`src/rtl/song_sequencer_if.sv`:
```
// Purpose : bundles the song sequencer's control, song ROM and note/status
//           signals into one interface.
// Modports: master - controller side (beat tick, commands, loop level, ROM data)
//           slave  - song_sequencer side (ROM address, note code, status flags)
interface song_sequencer_if #(
   parameter int unsigned ADDR_W = 6
);
   logic              beat_tick;
   logic              start;
   logic              pause;
   logic              stop;
   logic              loop_en;
   logic [ADDR_W-1:0] rom_addr;
   logic [7:0]        rom_data;
   logic [3:0]        note;
   logic              playing;
   logic              paused;
   logic              done;

   modport master (
      output beat_tick, start, pause, stop, loop_en, rom_data,
      input  rom_addr, note, playing, paused, done
   );

   modport slave (
      input  beat_tick, start, pause, stop, loop_en, rom_data,
      output rom_addr, note, playing, paused, done
   );
endinterface

```
`src/rtl/song_sequencer.sv`:
```
// Purpose : autoplay controller. Steps through a synchronous song ROM, holds
//           each note for dur beat ticks, inserts a silent gap after each note,
//           and supports start, pause/resume, stop and looping.
// Ports   : CLK   - system clock
//           RESET - asynchronous, active-high reset
//           bus   - song_sequencer_if.slave: beat_tick/start/pause/stop/loop_en
//                   and rom_data in; rom_addr, note, playing, paused, done out
//                   (all outputs registered)
module song_sequencer #(
   parameter int unsigned ADDR_W    = 6,
   parameter int unsigned SONG_LEN  = 62,
   parameter int unsigned GAP_TICKS = 1
) (
   input  logic              CLK,
   input  logic              RESET,
   song_sequencer_if.slave   bus
);
   typedef enum logic [2:0] {
      S_IDLE, S_FETCH, S_WAIT, S_PLAY, S_GAP, S_PAUSED, S_DONE
   } state_t;

   localparam logic [ADDR_W-1:0] LAST_ADDR = ADDR_W'(SONG_LEN - 1);
   localparam logic [3:0]        GAP_CNT   = 4'(GAP_TICKS);

   state_t     state;
   state_t     saved_state;
   logic [3:0] cnt;
   logic [3:0] note_lat;
   logic       pause_pend;

   logic [3:0] rom_dur;
   logic [3:0] rom_note;
   logic       adv_c;
   logic       eos_c;

   assign rom_dur  = bus.rom_data[7:4];
   assign rom_note = bus.rom_data[3:0];

   // Step decode: adv_c = finished the current entry, eos_c = song end reached
   always_comb begin
      adv_c = 1'b0;
      eos_c = 1'b0;
      if (!bus.stop) begin
         if (bus.beat_tick && !bus.pause && cnt == 4'd1) begin
            if (state == S_GAP)
               adv_c = 1'b1;
            if (state == S_PLAY && !pause_pend && GAP_TICKS == 0)
               adv_c = 1'b1;
         end
         eos_c = (adv_c && bus.rom_addr == LAST_ADDR) ||
                 (state == S_WAIT && rom_dur == 4'd0);
      end
   end

   // Sequencer FSM with registered outputs
   always_ff @(posedge CLK or posedge RESET) begin
      if (RESET) begin
         state        <= S_IDLE;
         saved_state  <= S_IDLE;
         cnt          <= 4'd0;
         note_lat     <= 4'd0;
         pause_pend   <= 1'b0;
         bus.rom_addr <= '0;
         bus.note     <= 4'd0;
         bus.playing  <= 1'b0;
         bus.paused   <= 1'b0;
         bus.done     <= 1'b0;
      end else begin
         bus.done <= 1'b0;
         if (bus.stop) begin
            state        <= S_IDLE;
            saved_state  <= S_IDLE;
            cnt          <= 4'd0;
            pause_pend   <= 1'b0;
            bus.rom_addr <= '0;
            bus.note     <= 4'd0;
            bus.playing  <= 1'b0;
            bus.paused   <= 1'b0;
         end else begin
            unique case (state)
               S_IDLE, S_DONE: begin
                  if (bus.start) begin
                     state        <= S_FETCH;
                     bus.rom_addr <= '0;
                     bus.playing  <= 1'b1;
                     pause_pend   <= 1'b0;
                  end
               end
               S_FETCH: begin
                  // pause here is remembered and honoured on the first PLAY cycle
                  if (bus.pause) pause_pend <= 1'b1;
                  state <= S_WAIT;
               end
               S_WAIT: begin
                  if (bus.pause) pause_pend <= 1'b1;
                  if (rom_dur != 4'd0) begin
                     note_lat <= rom_note;
                     bus.note <= rom_note;
                     cnt      <= rom_dur;
                     state    <= S_PLAY;
                  end
               end
               S_PLAY: begin
                  if (bus.pause || pause_pend) begin
                     state       <= S_PAUSED;
                     saved_state <= S_PLAY;
                     pause_pend  <= 1'b0;
                     bus.note    <= 4'd0;
                     bus.playing <= 1'b0;
                     bus.paused  <= 1'b1;
                  end else if (bus.beat_tick) begin
                     if (cnt > 4'd1) begin
                        cnt <= cnt - 4'd1;
                     end else if (GAP_TICKS > 0) begin
                        state    <= S_GAP;
                        cnt      <= GAP_CNT;
                        bus.note <= 4'd0;
                     end
                  end
               end
               S_GAP: begin
                  if (bus.pause) begin
                     state       <= S_PAUSED;
                     saved_state <= S_GAP;
                     bus.playing <= 1'b0;
                     bus.paused  <= 1'b1;
                  end else if (bus.beat_tick && cnt > 4'd1) begin
                     cnt <= cnt - 4'd1;
                  end
               end
               S_PAUSED: begin
                  // cnt and rom_addr are simply held while paused
                  if (bus.pause) begin
                     state       <= saved_state;
                     bus.paused  <= 1'b0;
                     bus.playing <= 1'b1;
                     bus.note    <= (saved_state == S_PLAY) ? note_lat : 4'd0;
                  end
               end
               default: state <= S_IDLE;
            endcase

            // Entry advance and end-of-song take precedence over the case above
            if (eos_c) begin
               bus.note <= 4'd0;
               if (bus.loop_en) begin
                  state        <= S_FETCH;
                  bus.rom_addr <= '0;
                  bus.playing  <= 1'b1;
               end else begin
                  state       <= S_DONE;
                  bus.done    <= 1'b1;
                  bus.playing <= 1'b0;
                  pause_pend  <= 1'b0;
               end
            end else if (adv_c) begin
               state        <= S_FETCH;
               bus.rom_addr <= bus.rom_addr + ADDR_W'(1);
               bus.note     <= 4'd0;
            end
         end
      end
   end
endmodule

```
`src/flat_wrapper.sv`:
```
// flat-port wrapper written by rule: the top's interface ports become plain ports
module song_sequencer_flat 
#(
   parameter int unsigned ADDR_W    = 6,
   parameter int unsigned SONG_LEN  = 62,
   parameter int unsigned GAP_TICKS = 1
)
  (CLK, RESET, bus_beat_tick, bus_start, bus_pause, bus_stop, bus_loop_en, bus_rom_data, bus_rom_addr, bus_note, bus_playing, bus_paused, bus_done);
  song_sequencer_if #(.ADDR_W(ADDR_W)) bus_i ();
  input  logic CLK;
  input  logic RESET;
  input wire logic [$bits(bus_i.beat_tick)-1:0] bus_beat_tick;
  input wire logic [$bits(bus_i.start)-1:0] bus_start;
  input wire logic [$bits(bus_i.pause)-1:0] bus_pause;
  input wire logic [$bits(bus_i.stop)-1:0] bus_stop;
  input wire logic [$bits(bus_i.loop_en)-1:0] bus_loop_en;
  input wire logic [$bits(bus_i.rom_data)-1:0] bus_rom_data;
  output wire logic [$bits(bus_i.rom_addr)-1:0] bus_rom_addr;
  output wire logic [$bits(bus_i.note)-1:0] bus_note;
  output wire logic [$bits(bus_i.playing)-1:0] bus_playing;
  output wire logic [$bits(bus_i.paused)-1:0] bus_paused;
  output wire logic [$bits(bus_i.done)-1:0] bus_done;
  assign bus_i.beat_tick = bus_beat_tick;
  assign bus_i.start = bus_start;
  assign bus_i.pause = bus_pause;
  assign bus_i.stop = bus_stop;
  assign bus_i.loop_en = bus_loop_en;
  assign bus_i.rom_data = bus_rom_data;
  assign bus_rom_addr = bus_i.rom_addr;
  assign bus_note = bus_i.note;
  assign bus_playing = bus_i.playing;
  assign bus_paused = bus_i.paused;
  assign bus_done = bus_i.done;
  song_sequencer #(.ADDR_W(ADDR_W), .SONG_LEN(SONG_LEN), .GAP_TICKS(GAP_TICKS)) u_core (.CLK(CLK), .RESET(RESET), .bus(bus_i));
endmodule
```
`config.mk`:
```
export PLATFORM = sky130hd
export DESIGN_NAME = song_sequencer_flat
export DESIGN_NICKNAME = d
export VERILOG_FILES = /design/src/rtl/song_sequencer_if.sv /design/src/rtl/song_sequencer.sv /design/src/flat_wrapper.sv
export SDC_FILE = /design/constraint.sdc
export NUM_CORES = 1
export LEC_CHECK = 0
export ABC_AREA = 1
export CAP_MARGIN = 5
export CORE_UTILIZATION = 40
export DETAILED_ROUTE_END_ITERATION = 8
export SYNTH_ARGS = -nofsm -noshare
export SYNTH_HDL_FRONTEND = slang
export SYNTH_SLANG_ARGS = --single-unit
```
`constraint.sdc`:
```
create_clock -name CLK -period 3.3 [get_ports CLK]
set_input_delay 0.66 -clock CLK [delete_from_list [all_inputs] [get_ports CLK]]
set_output_delay 0.66 -clock CLK [all_outputs]
set_load 0.02 [all_outputs]
```
==> impl_metrics.sql, run 1 <==
INSERT INTO impl_metrics (metric_group, metric, value, unit) VALUES
('floorplanning', 'rows', '25', ''),
('detailed_routing', 'detailroute.via_count', '1938', ''),
('setup_path', 'worst_ep_required_time', '3.48', 'ns'),
('detailed_routing', 'wl', '4880', 'µm'),
('synthesis', 'yosys.cell_types.count', '32', ''),
('floorplanning', 'io_pins', '28', ''),
('detailed_routing', 'firstDrtPassIters', '4', ''),
('run_status', 'result_of_the_run', 'finished clean', ''),
('cells_and_area', 'top_library_cells_by_usage_in_the_layout_fill_and_taps_aside', '94 x sky130_fd_sc_hd__nand2_1, 37 x sky130_fd_sc_hd__nand3_1, 27 x sky130_fd_sc_hd__inv_1, 27 x sky130_fd_sc_hd__clkdlybuf4s50_1, 27 x sky130_fd_sc_hd__dfrtp_1', ''),
('global_routing', 'wire_length_of_the_first_global_routing_pass', '8510', 'µm'),
('sta', 'whs', '0.493', 'ns'),
('detailed_routing', 'first_iter_violations', '145', ''),
('sta', 'fin_setup_tns', '0', 'ns'),
('sta', 'finalHoldViolations', '0', ''),
('detailed_routing', 'drc', '0', ''),
('placed_design', 'preCtsSetupSlack', '0.885', 'ns'),
('synthesis', 'synth_simple_gate_area_frac', '0.445', ''),
('global_routing', 'grt_antenna_before_repair', '0', ''),
('sta', 'tightestPinTransition', '0.363', 'ns'),
('clocking', 'root_buffer_master', 'sky130_fd_sc_hd__clkbuf_8', ''),
('synthesis', 'yosysTopAreaCellShare', '0.336', ''),
('sta', 'final_critical_path_setup_slack', '1.16', 'ns'),
('detailed_routing', 'route.detailed.vias_per_inst', '4.94', ''),
('clocking', 'numCtsBuffers', '3', ''),
('placed_design', 'io_buffer_count', '27', ''),
('synthesis', 'ys_ff_latch', '27', ''),
('setup_path', 'reg2reg_from', 'u_core.cnt[0]$_DFFE_PP0P_', ''),
('cells_and_area', 'flow.area_growth_from_synthesis', '20.1', '%'),
('synthesis', 'synth_area_per_cell', '6.84', 'µm²'),
('clocking', 'worst_skew_pair.late_latency', '0.28', 'ns'),
('pwr', 'ir_worst_vdd', '0.247', 'mV'),
('sta', 'layout_worst_path_cycle_share', '0.649', ''),
('cells_and_area', 'insertedDiodeCount', '0', ''),
('sta', 'layout_min_cycle_time', '2.14', 'ns'),
('clocking', 'holdBufCountCts', '0', ''),
('setup_path', 'worst-endpoint-arrival', '2.32', 'ns'),
('global_routing', 'globalRoute.totalOverflow', '0', ''),
('cells_and_area', 'final_layout_size_suffix_gt1_frac', '0.120', ''),
('placed_design', 'routability_congestion_estimate', '0.929', ''),
('setup_path', 'setup.worst_path.class', 'primary input to register', ''),
('floorplanning', 'die_height', '72.9', 'µm'),
('setup_path', 'cp-startpoint', 'bus_stop', ''),
('sta', 'rsz0062_at_grt', 'false', ''),
('detailed_routing', 'drt-wirelength-per-cell', '12.4', 'µm'),
('synthesis', 'synthCells', '294', ''),
('hold_path', 'hold_path_class', 'register to register', ''),
('sta', 'timing.final.setup_violations', '0', ''),
('synthesis', 'synth_xor_area_frac', '0.0174', ''),
('synthesis', 'synth_mux_area_frac', '0', ''),
('synthesis', 'netlist_top_cells_area', 'sky130_fd_sc_hd__dfrtp_1 34%, sky130_fd_sc_hd__nand2_1 18%, sky130_fd_sc_hd__nand3_1 9.2%', ''),
('placed_design', 'post-place-cells', '388', ''),
('clocking', 'tritoncts_num_sinks', '27', ''),
('synthesis', 'synth_compound_gate_area_share', '0.0989', ''),
('setup_path', 'timing.critical_path.to_type', 'register', ''),
('synthesis', 'dominant_combinational_cell_family_by_area_after_synthesis', 'simple AND/OR/NAND/NOR gates', ''),
('floorplanning', 'dieArea', '5320', 'µm²'),
('synthesis', 'syn-num-nets', '313', ''),
('sta', 'clock_skew', '0.00221', 'ns'),
('cells_and_area', 'layout_commonest_cell', 'sky130_fd_sc_hd__nand2_1', ''),
('synthesis', 'synth_seq_area_share', '0.336', ''),
('detailed_routing', 'ant_nets', '0', ''),
('clocking', 'htree_levels', '1', ''),
('clocking', 'post_cts_sizing_count', '0', ''),
('clocking', 'cts_setup_buffers', '0', ''),
('cells_and_area', 'nets_finish', '345', ''),
('floorplanning', 'fp.coreArea', '4790', 'µm²'),
('pwr', 'power_leakage', '0.00123', 'µW'),
('sta', 'timing.final.max_slew_violations', '0', ''),
('global_routing', 'grt_pass1_vias', '1909', ''),
('pwr', 'power.density_cell_area', '688', 'nW/µm²'),
('cells_and_area', 'non_filler_instance_count_after_layout', '392', '');
## stage by stage
stage / area (µm²) / utilization / total power [µW]
2_1_floorplan: 2010 / - / 1200
3_3_place_gp: 2370 / 0.496 / 1470
3_5_place_dp: 2370 / 0.496 / 1470
4_1_cts: 2420 / 0.505 / 1680
5_1_grt: 2420 / 0.505 / 1840
6_report: 2420 / 0.505 / 1660
## cell usage after synthesis
cell type and instances:
sky130_fd_sc_hd__a21oi_1 7, sky130_fd_sc_hd__a31oi_1 1, sky130_fd_sc_hd__buf_2 1, sky130_fd_sc_hd__clkbuf_1 1
sky130_fd_sc_hd__dfrtp_1 27, sky130_fd_sc_hd__ha_1 4, sky130_fd_sc_hd__inv_1 27, sky130_fd_sc_hd__inv_2 10
sky130_fd_sc_hd__inv_6 1, sky130_fd_sc_hd__nand2_1 94, sky130_fd_sc_hd__nand2_2 7, sky130_fd_sc_hd__nand2_4 3
sky130_fd_sc_hd__nand2_8 1, sky130_fd_sc_hd__nand3_1 37, sky130_fd_sc_hd__nand3_2 4, sky130_fd_sc_hd__nand3_4 1
sky130_fd_sc_hd__nand4_1 5, sky130_fd_sc_hd__nand4_2 1, sky130_fd_sc_hd__nor2_1 23, sky130_fd_sc_hd__nor2_2 1
sky130_fd_sc_hd__nor2_4 1, sky130_fd_sc_hd__nor2_8 2, sky130_fd_sc_hd__nor3_1 1, sky130_fd_sc_hd__nor3_2 1
sky130_fd_sc_hd__o211ai_1 1, sky130_fd_sc_hd__o21ai_0 16, sky130_fd_sc_hd__o21ai_1 9, sky130_fd_sc_hd__o21bai_2 1
sky130_fd_sc_hd__o22ai_1 1, sky130_fd_sc_hd__o31ai_1 1, sky130_fd_sc_hd__xnor2_1 2, sky130_fd_sc_hd__xor2_1 2
## where the power goes
group,switching [µW],internal (µW)
Sequential,114,441
Combinational,568,345
Clock,107,86.8
## registers in the layout (all words and copies together), names as in the netlist
signal,cells
u_core.bus.rom_addr,6
u_core.bus.note,4
u_core.cnt,4
u_core.note_lat,4
u_core.state,3
u_core.saved_state,2
u_core.bus.done,1
u_core.bus.paused,1
u_core.bus.playing,1
u_core.pause_pend,1
## area by class of cell
cell class	count	area, µm²
tap	67	83.8
clock buffer	4	45.0
multi-input combinational	227	1180
sequential	27	676
timing repair buffer	29	285
fill	482	2370
inverter	38	148
## worst max-delay path: stages
cell	delay [ns]
sky130_fd_sc_hd__clkdlybuf4s50_1	0.57
sky130_fd_sc_hd__inv_2	0.31
sky130_fd_sc_hd__nand4_1	0.16
sky130_fd_sc_hd__nor2_2	0.28
sky130_fd_sc_hd__nor2_8	0.10
sky130_fd_sc_hd__nand2_4	0.09
sky130_fd_sc_hd__nand3_1	0.06
sky130_fd_sc_hd__nand2_1	0.06
sky130_fd_sc_hd__inv_1	0.04
## per-layer routing
metal  track usage  routed length [µm]
met3        0.0235                 143
met5             0                   0
met2         0.315                2170
met1         0.308                2500
met4        0.0697                  69
## kinds of logic after synthesis
| kind of cell | after synthesis |
|---|---|
| DFF | 27 |
| and+or+nand+nor | 182 |
| adders and majority gates | 4 |
| buffers and inverters | 40 |
| AOI/OAI and AO/OA | 37 |
| xor gates and xnor gates | 4 |
## final timing paths
| check | slack [ns] | end | cells past startpoint |
|---|---|---|---|
| min | 0.49 | u_core.note_lat[1]$_DFFE_PP0P_ | 2 |
| max | 1.16 | u_core.state[1]$_DFFE_PP0P_ | 9 |
| min reg2reg | 0.49 | u_core.note_lat[1]$_DFFE_PP0P_ | 2 |
| min in group asynchronous | 0.74 | u_core.cnt[0]$_DFFE_PP0P_ | 3 |
| max reg2reg | 1.69 | u_core.state[1]$_DFFE_PP0P_ | 11 |
| max in group asynchronous | 2.30 | u_core.bus.note[2]$_DFFE_PP0P_ | 3 |
(Power assumes the default switching activity.)
==> run 2, diff against run 1 <==
clock period = 2.2 ns   (was 3.3 ns; I/O delays follow)
==> impl_metrics.sql, run 2 (synthesis results as in run 1) <==
INSERT INTO impl_metrics (metric_group, metric, value, unit) VALUES
('setup_path', 'worst_ep_required_time', '1.76', 'ns'),
('global_routing', 'grt_antenna_before_repair', '0', ''),
('setup_path', 'path_cells', 'clkdlybuf4s50_1', ''),
('sta', 'fin_setup_tns', '0', 'ns'),
('clocking', 'holdBufCountCts', '0', ''),
('pwr', 'power_leakage', '0.00124', 'µW'),
('clocking', 'post_cts_sizing_count', '0', ''),
('flow_run', 'maxCapViolCount', '0', ''),
('cells_and_area', 'nets_finish', '347', ''),
('setup_path', 'path_delay_family', 'buffers and inverters', ''),
('cells_and_area', 'largest_register_ff_count', '6', ''),
('detailed_routing', 'first_iter_violations', '134', ''),
('cells_and_area', 'final_layout_size_suffix_gt1_frac', '0.128', ''),
('pwr', 'switching_power_total', '1220', 'µW'),
('setup_path', 'buffer_and_inverter_count_on_the_worst_path', '1', ''),
('placed_design', 'routability_congestion_estimate', '0.913', ''),
('sta', 'layout_worst_path_cycle_share', '0.866', ''),
('cells_and_area', 'insertedDiodeCount', '0', ''),
('setup_path', 'slowest_stage', 'sky130_fd_sc_hd__clkdlybuf4s50_1', ''),
('pwr', 'power.density_cell_area', '1040', 'nW/µm²'),
('clocking', 'worst_skew_pair.late_latency', '0.29', 'ns'),
('floorplanning', 'die_height', '72.9', 'µm'),
('detailed_routing', 'drt-wirelength-per-cell', '12.8', 'µm'),
('hold_path', 'hold_path_class', 'primary input to async pin', ''),
('clocking', 'cts.reportedPaths.clkPinSlew', '0.11', 'ns'),
('setup_path', 'ff2ff_setup_slack', '0.56', 'ns'),
('detailed_routing', 'detailroute.via_count', '1966', ''),
('sta', 'rsz0062_at_grt', 'false', ''),
('detailed_routing', 'ant_nets', '0', ''),
('clocking', 'root_buffer_master', 'sky130_fd_sc_hd__clkbuf_8', ''),
('clocking', 'cts_setup_buffers', '0', ''),
('pwr', 'fin_total_pwr', '2530', 'µW'),
('clocking', 'tritoncts_num_sinks', '27', ''),
('global_routing', 'grt_pass1_vias', '1935', ''),
('sta', 'clock_skew', '0.00889', 'ns'),
('pwr', 'ir_worst_vdd', '0.560', 'mV'),
('floorplanning', 'io_pins', '28', ''),
('pwr', 'internal_power', '1310', 'µW'),
('pwr', 'swShare', '0.481', ''),
('sta', 'timing.final.setup_violations', '0', ''),
('sta', 'layout_min_cycle_time', '1.91', 'ns'),
('clocking', 'tritoncts', 'yes', ''),
('detailed_routing', 'wl', '5050', 'µm'),
('cells_and_area', 'top_library_cells_by_usage_in_the_layout_fill_and_taps_aside', '94 x sky130_fd_sc_hd__nand2_1, 37 x sky130_fd_sc_hd__nand3_1, 27 x sky130_fd_sc_hd__inv_1, 27 x sky130_fd_sc_hd__clkdlybuf4s50_1, 27 x sky130_fd_sc_hd__dfrtp_1', ''),
('sta', 'timing.final.max_slew_violations', '0', ''),
('setup_path', 'crit_start_category', 'register', ''),
('setup_path', 'setup.worst_path.class', 'register to output port', ''),
('clocking', 'cts-root-to-sink-buffers', '2', ''),
('detailed_routing', 'route.detailed.vias_per_inst', '4.99', ''),
('cells_and_area', 'largest-register', 'u_core.bus.rom_addr', ''),
('clocking', 'htree_levels', '1', ''),
('global_routing', 'wire_length_of_the_first_global_routing_pass', '8830', 'µm'),
('pwr', 'p_seq_frac', '0.328', ''),
('setup_path', 'timing.critical_path.to_type', 'output port', ''),
('clocking', 'numCtsBuffers', '3', ''),
('floorplanning', 'die_w', '72.9', 'µm'),
('floorplanning', 'fp.coreArea', '4790', 'µm²'),
('floorplanning', 'dieArea', '5320', 'µm²'),
('placed_design', 'post-place-cells', '390', ''),
('pwr', 'combPwrFrac', '0.543', ''),
('run_status', 'result_of_the_run', 'finished clean', ''),
('floorplanning', 'rows', '25', ''),
('detailed_routing', 'drc', '0', ''),
('cells_and_area', 'non_filler_instance_count_after_layout', '394', ''),
('cells_and_area', 'finished_core_util', '0.509', ''),
('setup_path', 'crit_path_max_incr_delay', '0.66', 'ns'),
('setup_path', 'crit_path_max_fanout', '8', ''),
('sta', 'tightestPinTransition', '0.358', 'ns'),
('detailed_routing', 'firstDrtPassIters', '4', ''),
('global_routing', 'global_route.usage.total', '0.218', ''),
('global_routing', 'grt_start_max_net_pins', '28', ''),
('sta', 'finalHoldViolations', '0', ''),
('setup_path', 'worst-endpoint-arrival', '1.47', 'ns'),
('placed_design', 'dpl.hpwl', '3890', 'µm'),
('pwr', 'p_clk_frac', '0.129', ''),
('sta', 'slew_headroom', '0.762', ''),
('floorplanning', 'start_util', '0.420', ''),
('placed_design', 'io_buffer_count', '27', ''),
('global_routing', 'globalRoute.totalOverflow', '0', ''),
('cells_and_area', 'layout_commonest_cell', 'sky130_fd_sc_hd__nand2_1', ''),
('sta', 'achievable-frequency', '525', 'MHz'),
('cells_and_area', 'flow.area_growth_from_synthesis', '21.1', '%');
## run 2: per-stage QoR
step           cell area (µm²)  setup slack (ns)  hold WS, ns
2_1_floorplan             2010             0.697        0.453
3_3_place_gp              2390             0.170        0.469
6_report                  2440             0.295        0.500
3_5_place_dp              2390             0.165        0.481
4_1_cts                   2440             0.284        0.509
5_1_grt                   2440             0.222        0.536
## run 2: final timing paths
kind	start	depth (start not counted)	endpoint
worst max register to register	u_core.state[2]$_DFFE_PP0P_	8	u_core.state[0]$_DFFE_PP0P_
max in group asynchronous	RESET	3	u_core.bus.rom_addr[1]$_DFF_PP0_
worst min register to register	u_core.cnt[1]$_DFFE_PP0P_	2	u_core.cnt[1]$_DFFE_PP0P_
worst min-delay path	RESET	3	u_core.cnt[1]$_DFFE_PP0P_
min in group CLK	u_core.cnt[1]$_DFFE_PP0P_	2	u_core.cnt[1]$_DFFE_PP0P_
worst max-delay path	u_core.bus.rom_addr[0]$_DFF_PP0_	1	bus_rom_addr[0]
## run 2: power by group through the flow
stage          Combinational, µW  Sequential [µW]  Clock [µW]
2_1_floorplan                908              887           0
3_3_place_gp                1370              841           0
3_5_place_dp                1370              839           0
4_1_cts                     1380              831         340
5_1_grt                     1590              856         356
6_report                    1380              829         326
## run 2: final cells by class
type	count	area (µm²)
fillers	502	2350
multi-input cells	227	1180
flip-flops and latches	27	676
repair buffers	31	300
inverters	38	148
well taps	67	83.8
clock buffers	3	41.3
clock inverters	1	8.76
## run 2: per-layer routing
metal / global-route usage / part of all wire / wire length, µm
met1: 0.293 / 0.49 / 2500
met2: 0.368 / 0.46 / 2310
met3: 0.0345 / 0.038 / 194
met4: 0.0566 / 0.0095 / 48
met5: 0 / 0 / 0
